===== config.mk =====
export PLATFORM = sky130hd
export DESIGN_NAME = async_fifo_wr_arbiter
export DESIGN_NICKNAME = d
export VERILOG_FILES = /design/src/rtl/async_fifo_pkg.sv /design/src/rtl/async_fifo_wr_arbiter_rr_pick.sv /design/src/rtl/async_fifo_wr_arbiter.sv
export SDC_FILE = /design/constraint.sdc
export NUM_CORES = 1
export LEC_CHECK = 0
export CELL_PAD_IN_SITES_DETAIL_PLACEMENT = 0
export CELL_PAD_IN_SITES_GLOBAL_PLACEMENT = 1
export CORE_MARGIN = 2
export CORE_UTILIZATION = 25
export CTS_BUF_LIST = sky130_fd_sc_hd__clkbuf_16
export DETAILED_ROUTE_END_ITERATION = 8
export HOLD_SLACK_MARGIN = 0.15
export PLACE_DENSITY_LB_ADDON = 0.1
export SYNTH_ARGS = -nofsm -noshare
export SYNTH_HDL_FRONTEND = slang
export SYNTH_HIERARCHICAL = 1
export SYNTH_SLANG_ARGS = --single-unit

===== constraint.sdc =====
create_clock -name w_clk -period 1.9 [get_ports w_clk]
set_input_delay 0.38 -clock w_clk [delete_from_list [all_inputs] [get_ports w_clk]]
set_output_delay 0.38 -clock w_clk [all_outputs]
set_load 0.05 [all_outputs]

===== src/rtl/async_fifo_pkg.sv =====
// Shared state encoding and width helper for the async FIFO write-side arbiter.
// Latency: none, types and constant functions only.
// Backpressure: none.
package async_fifo_pkg;

   typedef enum logic {
      IDLE  = 1'b0,
      BURST = 1'b1
   } arb_state_t;

   // Ceiling log2; returns 0 for value <= 1.
   function automatic int clog2(input int value);
      int result;
      result = 0;
      while ((1 << result) < value) result++;
      return result;
   endfunction

endpackage


===== src/rtl/async_fifo_wr_arbiter_rr_pick.sv =====
// Round-robin search: first active requester after the last grantee, with wrap-around.
// Latency: purely combinational.
// Backpressure: none; vld is low when no requester is active.
module rr_pick
   import async_fifo_pkg::*;
#(
   parameter int num_req = 4,
   parameter int idw     = clog2(num_req)
) (
   input  logic [num_req-1:0] req,
   input  logic [idw-1:0]     last,
   output logic [idw-1:0]     next,
   output logic               vld
);

   localparam logic [idw:0] num_c = (idw+1)'(num_req);

   logic [idw:0] sum;

   // Walk offsets from farthest to nearest so the nearest active requester wins;
   // the last grantee itself (offset num_req) has the lowest priority.
   always_comb begin
      next = last;
      vld  = 1'b0;
      sum  = '0;
      for (int off = num_req; off >= 1; off--) begin
         sum = {1'b0, last} + (idw+1)'(off);
         if (sum >= num_c) sum = sum - num_c;
         if (req[sum[idw-1:0]]) begin
            next = sum[idw-1:0];
            vld  = 1'b1;
         end
      end
   end

endmodule


===== src/rtl/async_fifo_wr_arbiter.sv =====
// Round-robin burst arbiter sharing the FIFO write port; WR_ARB_STATS_EN adds a stall counter.
// Latency: one IDLE arbitration cycle per grant, then one word per cycle for up to burst words.
// Backpressure: full gates winc/ack through a single AND; the grant is held while stalled.
module async_fifo_wr_arbiter
   import async_fifo_pkg::*;
#(
   parameter int width   = 8,
   parameter int num_req = 4,
   parameter int burst   = 4
) (
   input  logic                      w_clk,
   input  logic                      w_rst,
   input  logic [num_req-1:0]        req,
   input  logic [num_req*width-1:0]  req_data,
   output logic [num_req-1:0]        ack,
   input  logic                      full,
   output logic                      winc,
   output logic [width-1:0]          w_data,
   output logic [clog2(num_req)-1:0] gnt_id,
   output logic                      busy
`ifdef WR_ARB_STATS_EN
   ,
   input  logic                      stats_clr,
   output logic [15:0]               stall_cnt
`endif
);

   localparam int idw = clog2(num_req);
   localparam int cw  = clog2(burst) + 1;
   localparam logic [cw-1:0] burst_c = cw'(burst);

   arb_state_t          state;
   logic [cw-1:0]       cnt;
   logic [width-1:0]    slice [num_req];
   logic [idw-1:0]      pick_id;
   logic                pick_vld;
   logic                cur_req;
   logic [num_req-1:0]  gnt_onehot;

   for (genvar i = 0; i < num_req; i++) begin : g_slice
      assign slice[i] = req_data[i*width +: width];
   end

   rr_pick #(
      .num_req (num_req),
      .idw     (idw)
   ) u_rr_pick (
      .req  (req),
      .last (gnt_id),
      .next (pick_id),
      .vld  (pick_vld)
   );

   assign busy       = (state == BURST);
   assign cur_req    = req[gnt_id];
   assign gnt_onehot = num_req'(1) << gnt_id;
   assign winc       = busy & cur_req & ~full;
   assign ack        = {num_req{winc}} & gnt_onehot;
   assign w_data     = busy ? slice[gnt_id] : '0;

   always_ff @(posedge w_clk or negedge w_rst) begin
      if (!w_rst) begin
         state  <= IDLE;
         gnt_id <= idw'(num_req - 1);
         cnt    <= '0;
      end else begin
         case (state)
            IDLE: begin
               if (pick_vld) begin
                  gnt_id <= pick_id;
                  cnt    <= '0;
                  state  <= BURST;
               end
            end
            BURST: begin
               // A dropped request releases the grant even while full is stalling.
               if (!cur_req) begin
                  state <= IDLE;
               end else if (winc) begin
                  cnt <= cnt + cw'(1);
                  if (cnt + cw'(1) == burst_c) state <= IDLE;
               end
            end
            default: state <= IDLE;
         endcase
      end
   end

`ifdef WR_ARB_STATS_EN
   always_ff @(posedge w_clk or negedge w_rst) begin
      if (!w_rst) begin
         stall_cnt <= '0;
      end else if (stats_clr) begin
         stall_cnt <= '0;
      end else if (busy && cur_req && full && (stall_cnt != 16'hFFFF)) begin
         stall_cnt <= stall_cnt + 16'd1;
      end
   end
`endif

endmodule


# Word-level counts from Yosys, hierarchy flattened
# Index checks and enable logic that the tools add are counted.
# word_totals
reg_bits	6
word_cells	71
# classes
n_bitwise	6
reduce_logical	3
muxes	35
n_lt_le_gt_ge	10
n_eq_ne	4
addsub	9
shift	1
# ops
operator	count
8-bit two-way mux	3
8-bit binary-select mux with 2-bit select	1
2-bit two-way mux	8
3-bit >= comparator, second input constant	5
2-bit by 3-bit less-than comparator with 1-bit output, second input constant	5
1-bit two-way mux	13
1-bit binary-select mux with 2-bit select	5
3-bit two-way mux	3
2-bit by 1-bit subtractor with 2-bit output, second input constant	4
2-bit by 2-bit adder with 3-bit output, second input constant	2
3-bit one-hot mux with 2 select lines	1
3-bit AND reduction	2
4-bit bitwise AND	1
2-bit != test, second input constant	2
4-bit nonzero test	1
1-bit by 2-bit << shifter with 4-bit output, first input constant	1
2-bit by 1-bit adder with 3-bit output, second input constant	1
2-bit by 3-bit adder with 3-bit output, second input constant	1
3-bit by 1-bit adder with 3-bit output, second input constant	1
3-bit == test, second input constant	1
2-bit inverter with 3-bit output	1
1-bit bitwise AND	2
2-bit by 1-bit != test with 1-bit output, second input constant	1
1-bit inverter	2
1-bit one-hot mux with 2 select lines	1

# Depth between registers and ports, before layout
# Gate-level depths: netlist (run 1).
# depth
word_depth	11
depth_mapped	5

# By module
# The synthesis (run 1) kept the hierarchy.
# modules_own_cells
mod	area_each_um2	seq_area_each_um2	cells_per_inst	n_inst
async_fifo_wr_arbiter	733.2	152.6	68	1
rr_pick	82.6	0.0	14	1

# Worst setup path after synthesis (run 1)
# No wires, ideal clock.
# synth_path
path_type	reg-to-output
start	register state, in the netlist busy
end	output port ack[0]
stages_incl_launch_ff	4
path_slack_ps	-1131
n_path_buf	1
arrival_ps	2651
path_cell_list	dfrtp_1 > clkbuf_1 > nand2b_1 > nor4b_1
# synth_via
elab_chain_len	3
# synth_lines
item	line_no	source
start, declared	async_fifo_wr_arbiter.sv:32	arb_state_t state;
start signal, assigned	async_fifo_wr_arbiter.sv:63	state <= IDLE;
start signal, assigned	async_fifo_wr_arbiter.sv:72	state <= BURST;
start signal, assigned	async_fifo_wr_arbiter.sv:78	state <= IDLE;
1-bit bitwise AND (2 in series)	async_fifo_wr_arbiter.sv:57	assign winc = busy & cur_req & ~full;
4-bit bitwise AND	async_fifo_wr_arbiter.sv:58	assign ack = {num_req{winc}} & gnt_onehot;
end, declared	async_fifo_wr_arbiter.sv:15	output logic [num_req-1:0] ack,
# Every way passes these cells.

# Final worst setup path (run 1)
# layout_path
start	register gnt_id[0]
end	output port w_data[3]
# layout_via
elab_chain_len	5
# layout_lines
item	line_no	source
start, declared	async_fifo_wr_arbiter.sv:19	output logic [clog2(num_req)-1:0] gnt_id,
start signal, assigned	async_fifo_wr_arbiter.sv:64	gnt_id <= idw'(num_req - 1);
start signal, assigned	async_fifo_wr_arbiter.sv:70	gnt_id <= pick_id;
2-bit inverter with 3-bit output (implied by the code)	async_fifo_wr_arbiter.sv:59	assign w_data = busy ? slice[gnt_id] : '0;
8-bit binary-select mux with 2-bit select	async_fifo_wr_arbiter.sv:59	
8-bit two-way mux (implied by the code) (2 in series)	async_fifo_wr_arbiter.sv:59	
8-bit two-way mux	async_fifo_wr_arbiter.sv:59	
end, declared	async_fifo_wr_arbiter.sv:18	output logic [width-1:0] w_data,
# Every way passes these cells. The select of a mux whose other input is x is not followed.

==> flow_summary.ini, run 1 <==
[timing]
clock.fmax_ghz = 0.4601
post-route-period-util_pct = 114.4
maxSlewViolCount = 0
fin_crit_ns = 2.173
worst_pin_slew_ns = 0.2927
whs_ns = 0.4021
fin_skew_ns = 0.0005448
rsz0062_at_grt = yes
maxSlewHeadroom_pct = 80.43
fin_ws_ns = -0.2733
finalSetupViolCount = 13
timing_hold_violations_final = 0

[clock_tree]
clock-root-buffer = clkbuf_16
cts_buffer_depth = 2
clk_pin_slew_ns = 0.04
clock_latency_ns = 0.23
cts_buffers = 3
clock-sinks = 6
cts_tree = built
htree_levels = 1
ctsHoldBuffers = 0

[setup_path]
crit_family = flip-flops
crit_chain = buf_4, mux4_2, and2_4, buf_8
slowest_stage = dfstp_4
arrival_ns = 1.79
critPathMaxFanout = 6
worst_setup_path_end_kind = output pin
cp_num_buf_inv = 2
start_kind = flip-flop
crit_path_max_incr_delay_ns = 0.65
required_ns = 1.52
path_class = reg2out

[power]
ir_drop_mv = 0.8029
leakage_nw = 0.7727
p_per_area_mw_per_mm2 = 1632

[die]
dieWidth_um = 61.13
initial_core_util_pct = 26.50
dieArea_mm2 = 0.003736
core_area_mm2 = 0.003078
fp.dieH_um = 61.13
num_rows = 20
io_pins = 55

[grt]
grt_pass1_vias = 888
overflow = 0
antenna_found_initial = 0
grtUsageTotal_pct = 14.45
grt_first_pass_wirelength_mm = 4.029
grt_max_degree = 16

[final_layout]
area.growth.synth_to_final_pct = 122.5
layout-drive-gt1-share_pct = 46.50
diodes = 0
nFillCells = 261
layout.nets = 199

[synthesis]
netlist_area_um2 = 815.8
netlist-cell-type-count = 34
ys_seq_elements = 6
yosys.area.top_type = mux4_1
syn-instance-count = 82
synth_enable_flop_cells = 0
synthTopCellsByArea = mux4_1 13%, dfrtp_1 12%, mux4_2 11%, and2_1 8.4%, dfstp_2 6.4%
async_flop_share_pct = 100.0
yosysSeqAreaShare_pct = 18.71
synth_flop_cell = dfrtp_1
netlist.area_leader.share_pct = 12.88
ys_warn_count = 6
syn_avg_cell_area_um2 = 9.949
syn-num-nets = 123

[routing]
dr_total_vias = 955
drtAntennaViolNets = 0
dr.first_iter.drc_count = 18
drt_wl_total_mm = 2.753
wire_per_inst_um = 13.70
drtPass1Iterations = 4
viasPerCell = 4.751
drc = 0

[placed_design]
io_buffers = 54
place_ws_ns = -0.1106
dp.final_hpwl_mm = 2.101
gp_congestion = 0.8145

[job]
cap_violations = 0

[run_status]
outcome = finished, violations left
violations = negative setup slack

[hold_path]
hp-class = in2async
## where the power goes
group	switching [mW]	total (mW)	internal, mW
logic	1.07	2.26	1.19
clock network	0.0772	0.351	0.273
registers	0.133	0.348	0.215
## flip-flops by register name, indices dropped and copies added, names as in the netlist
register / flops
cnt: 3
gnt_id: 2
busy: 1
## repair_timing
| action | CTS | global route |
|---|---|---|
| pin swaps | 6 | 1 |
| setup endpoints to repair | 13 | 14 |
| buffers inserted | 4 | 6 |
| gates cloned | 0 | 0 |
| gates resized for setup | 18 | 13 |
## kinds of logic (layout without fill, tap and decap cells)
| logic type | after synthesis | after routing | synth area share (%) |
|---|---|---|---|
| simple gates | 33 | 33 | 23.77 |
| compound gates | 14 | 14 | 13.50 |
| mux | 14 | 14 | 31.75 |
| buf+inv | 13 | 88 | 9.203 |
| flops | 6 | 6 | 18.71 |
| fa+ha+maj | 2 | 2 | 3.067 |
## metal layers
metal  routed length (um)  vias up  track usage [%]
met5                    0        -                0
met4                   10        0            3.106
met1                 1143      467            18.81
met2                 1470       27            24.62
li1                     -      459                -
met3                  129        2            3.151
## through the flow
| step | area (um^2) | power [mW] | setup TNS, ns | util (%) | instances |
|---|---|---|---|---|---|
| global route | 1815 | 3.128 | -3.101 | 58.98 | 201 |
| finish | 1815 | 2.962 | -2.472 | 58.98 | 201 |
| detailed placement | 1578 | 2.205 | -0.8544 | 51.26 | 188 |
| floorplan | 884.6 | 1.664 | -1.233 | - | 82 |
| CTS | 1732 | 2.790 | -2.743 | 56.26 | 195 |
| global placement | 1578 | 2.191 | -0.6969 | 51.26 | 188 |
## cell usage after synthesis (all sizes together) (3+ instances only)
cell    count
nand2b      3
dfrtp       4
inv         7
mux2        3
mux4        8
buf         4
nor2        5
nand2       4
and2       11
mux2i       3
o221ai      3
## final cells by class
cell class	count	area, um^2	area share (%)
clock inverter	1	3.754	0.2068
timing repair buffer	77	835.8	46.04
inverter	7	26.28	1.447
sequential	6	161.4	8.890
clock buffer	3	75.07	4.135
multi-input combinational	63	658.1	36.25
tap	44	55.05	3.032
## layout by cell type, fill, tap and decap left out, drive strengths merged, types with 3 or more instances in the layout
master / instances
mux2: 3
mux4: 8
o221ai: 3
and2: 11
nand2b: 3
mux2i: 3
nor2: 5
nand2: 4
buf: 39
dfrtp: 4
clkbuf: 3
inv: 8
clkdlybuf4s50: 38
## final timing paths
check,start,slack (ns),to,depth (start not counted)
setup / recovery,gnt_id[0],-0.27,w_data[3],4
hold / removal,w_rst,0.40,cnt[0],1
setup reg to reg,gnt_id[1],0.10,gnt_id[0],5
hold reg to reg,cnt[2],0.50,cnt[2],2
max in group asynchronous,w_rst,1.22,gnt_id[0],1
min in group w_clk,cnt[2],0.50,cnt[2],2
Note: power is estimated with default switching activity, not from simulation.
==> run 2: changes to the inputs <==
--- a/config.mk
+++ b/config.mk
@@ -5,6 +5,7 @@
 export SDC_FILE = /design/constraint.sdc
 export NUM_CORES = 1
 export LEC_CHECK = 0
+export CAP_MARGIN = 20
 export CELL_PAD_IN_SITES_DETAIL_PLACEMENT = 0
 export CELL_PAD_IN_SITES_GLOBAL_PLACEMENT = 1
 export CORE_MARGIN = 2
==> results of run 2 <==
Final layout, timing and power as in run 1 (identical DEF).
==> run 3: changes to the inputs <==
--- a/config.mk
+++ b/config.mk
@@ -11,9 +11,11 @@
 export CORE_MARGIN = 2
 export CORE_UTILIZATION = 25
 export CTS_BUF_LIST = sky130_fd_sc_hd__clkbuf_16
+export CTS_CLUSTER_SIZE = 24
 export DETAILED_ROUTE_END_ITERATION = 8
 export HOLD_SLACK_MARGIN = 0.15
-export PLACE_DENSITY_LB_ADDON = 0.1
+export PLACE_DENSITY = 0.81
+export SLEW_MARGIN = 40
 export SYNTH_ARGS = -nofsm -noshare
 export SYNTH_HDL_FRONTEND = slang
 export SYNTH_HIERARCHICAL = 1
==> run 3 against run 2 <==
The flow still finishes with violations (negative setup slack). Largest power group unchanged. Wire length up 13%. Combinational power up 3%. Total power is 0.54% higher. Worst hold slack improved by 0.00079 ns. Fmax fell by 1.0%. Via count is 0.21% higher. Non-clock buffer count is 1 higher.
==> flow_summary.ini, run 3 (same netlist as run 1, synthesis figures left out) <==
[final_layout]
final_cell_mix = 36 x clkdlybuf4s50_1, 21 x buf_4, 8 x inv_1, 8 x and2_4, 8 x buf_12
layout-drive-gt1-share_pct = 44.94
layout_commonest_cell = clkdlybuf4s50_1
diodes = 0
largest_reg_flops = 3
layout.nets = 200
top_register = cnt
fin_cells = 202
nFillCells = 268
area.growth.synth_to_final_pct = 122.9

[die]
io_pins = 55
num_rows = 20
dieWidth_um = 61.13
core_area_mm2 = 0.003078
initial_core_util_pct = 26.50
dieArea_mm2 = 0.003736
fp.dieH_um = 61.13

[clock_tree]
htree_levels = 1
clk_pin_slew_ns = 0.04
ctsHoldBuffers = 0
clock-sinks = 6
clock-root-buffer = clkbuf_16
cts_tree = built
cts_buffers = 3
cts_buffer_depth = 2
clock_latency_ns = 0.23

[routing]
drtPass1Iterations = 5
dr_total_vias = 957
dr.first_iter.drc_count = 28
drtAntennaViolNets = 0
viasPerCell = 4.738
wire_per_inst_um = 15.41
drc = 0
drt_wl_total_mm = 3.113

[grt]
antenna_found_initial = 0
grt_max_degree = 13
grt_first_pass_wirelength_mm = 4.457
grt_pass1_vias = 933
grtUsageTotal_pct = 16.22
overflow = 0

[timing]
rsz0062_at_grt = yes
fin_crit_ns = 2.196
post-route-period-util_pct = 115.6
fin_skew_ns = 0.003972
worst_pin_slew_ns = 0.2958
whs_ns = 0.4029
maxSlewHeadroom_pct = 80.22
clock.fmax_ghz = 0.4554
timing_hold_violations_final = 0
maxSlewViolCount = 0
finalSetupViolCount = 11
fin_ws_ns = -0.2959

[hold_path]
hp-class = in2async

[run_status]
outcome = finished, violations left
violations = negative setup slack

[job]
cap_violations = 0

[setup_path]
required_ns = 1.52
slowest_stage = dfstp_4
arrival_ns = 1.82
cp_num_buf_inv = 2
worst_setup_path_end_kind = output pin
rrSetupSlack_ns = 0.06
crit_chain = buf_6, mux4_2, and2_4, buf_8
critPathMaxFanout = 6
start_kind = flip-flop
path_class = reg2out
crit_path_max_incr_delay_ns = 0.65
crit_family = flip-flops

[placed_design]
io_buffers = 54
dpl.cell_count = 187
dp.final_hpwl_mm = 2.299
gp_congestion = 0.7843

[power]
p_per_area_mw_per_mm2 = 1638
leakage_nw = 0.7958
ir_drop_mv = 0.8209
[run 3: changes by cell type in the layout (fill, tap and decap cells not counted), sizes merged]
cell           previous run  this run
buf                      39        40
dlymetal6s2s              0         2
clkdlybuf4s50            38        36
[run 3: repair_timing]
item	4_1_cts	5_1_grt
pin swaps	6	1
endpoints found under the hold margin	0	0
setup endpoints to repair	13	14
gates resized for setup	23	5
buffers inserted	7	4
[run 3: area by class of cell]
cell class | instances | area [um^2] | area share (%)
timing repair buffer | 78 | 853.3 | 46.94
multi-input combinational | 63 | 643.1 | 35.38
sequential | 6 | 161.4 | 8.878
clock inverter | 1 | 3.754 | 0.2065
tap | 44 | 55.05 | 3.028
inverter | 7 | 26.28 | 1.445
clock buffer | 3 | 75.07 | 4.129
[run 3: final timing paths]
check / endpoint / start / cells past startpoint
setup / recovery: w_data[4] / gnt_id[0] / 4
hold / removal: cnt[0] / w_rst / 1
setup reg to reg: gnt_id[0] / gnt_id[1] / 7
hold reg to reg: cnt[2] / cnt[2] / 2
max in group asynchronous: gnt_id[0] / w_rst / 1
min in group w_clk: cnt[2] / cnt[2] / 2
[run 3: stage by stage]
step / cell area (um^2) / setup WS (ns) / power (mW) / setup TNS, ns / utilization, %
floorplan: 884.6 / -0.1646 / 1.664 / -1.233 / -
global placement: 1570 / -0.09632 / 2.155 / -0.7275 / 51.02
detailed placement: 1570 / -0.1419 / 2.186 / -0.9287 / 51.02
CTS: 1767 / -0.2939 / 2.860 / -2.520 / 57.40
global route: 1818 / -0.3411 / 3.133 / -2.866 / 59.07
finish: 1818 / -0.2959 / 2.978 / -2.398 / 59.07
[run 3: per-layer routing]
layer | wire length (um) | GRT usage, % | vias to the layer above
met4 | 18 | 3.727 | 0
met5 | 0 | 0 | -
met1 | 1215 | 19.36 | 438
met2 | 1465 | 28.27 | 54
li1 | - | - | 463
met3 | 415 | 5.252 | 2
[run 3: power breakdown]
| part | switching, mW | total (mW) | internal (mW) |
|---|---|---|---|
| sequential | 0.0965 | 0.310 | 0.213 |
| clock | 0.0727 | 0.346 | 0.273 |
| combinational | 1.12 | 2.32 | 1.20 |
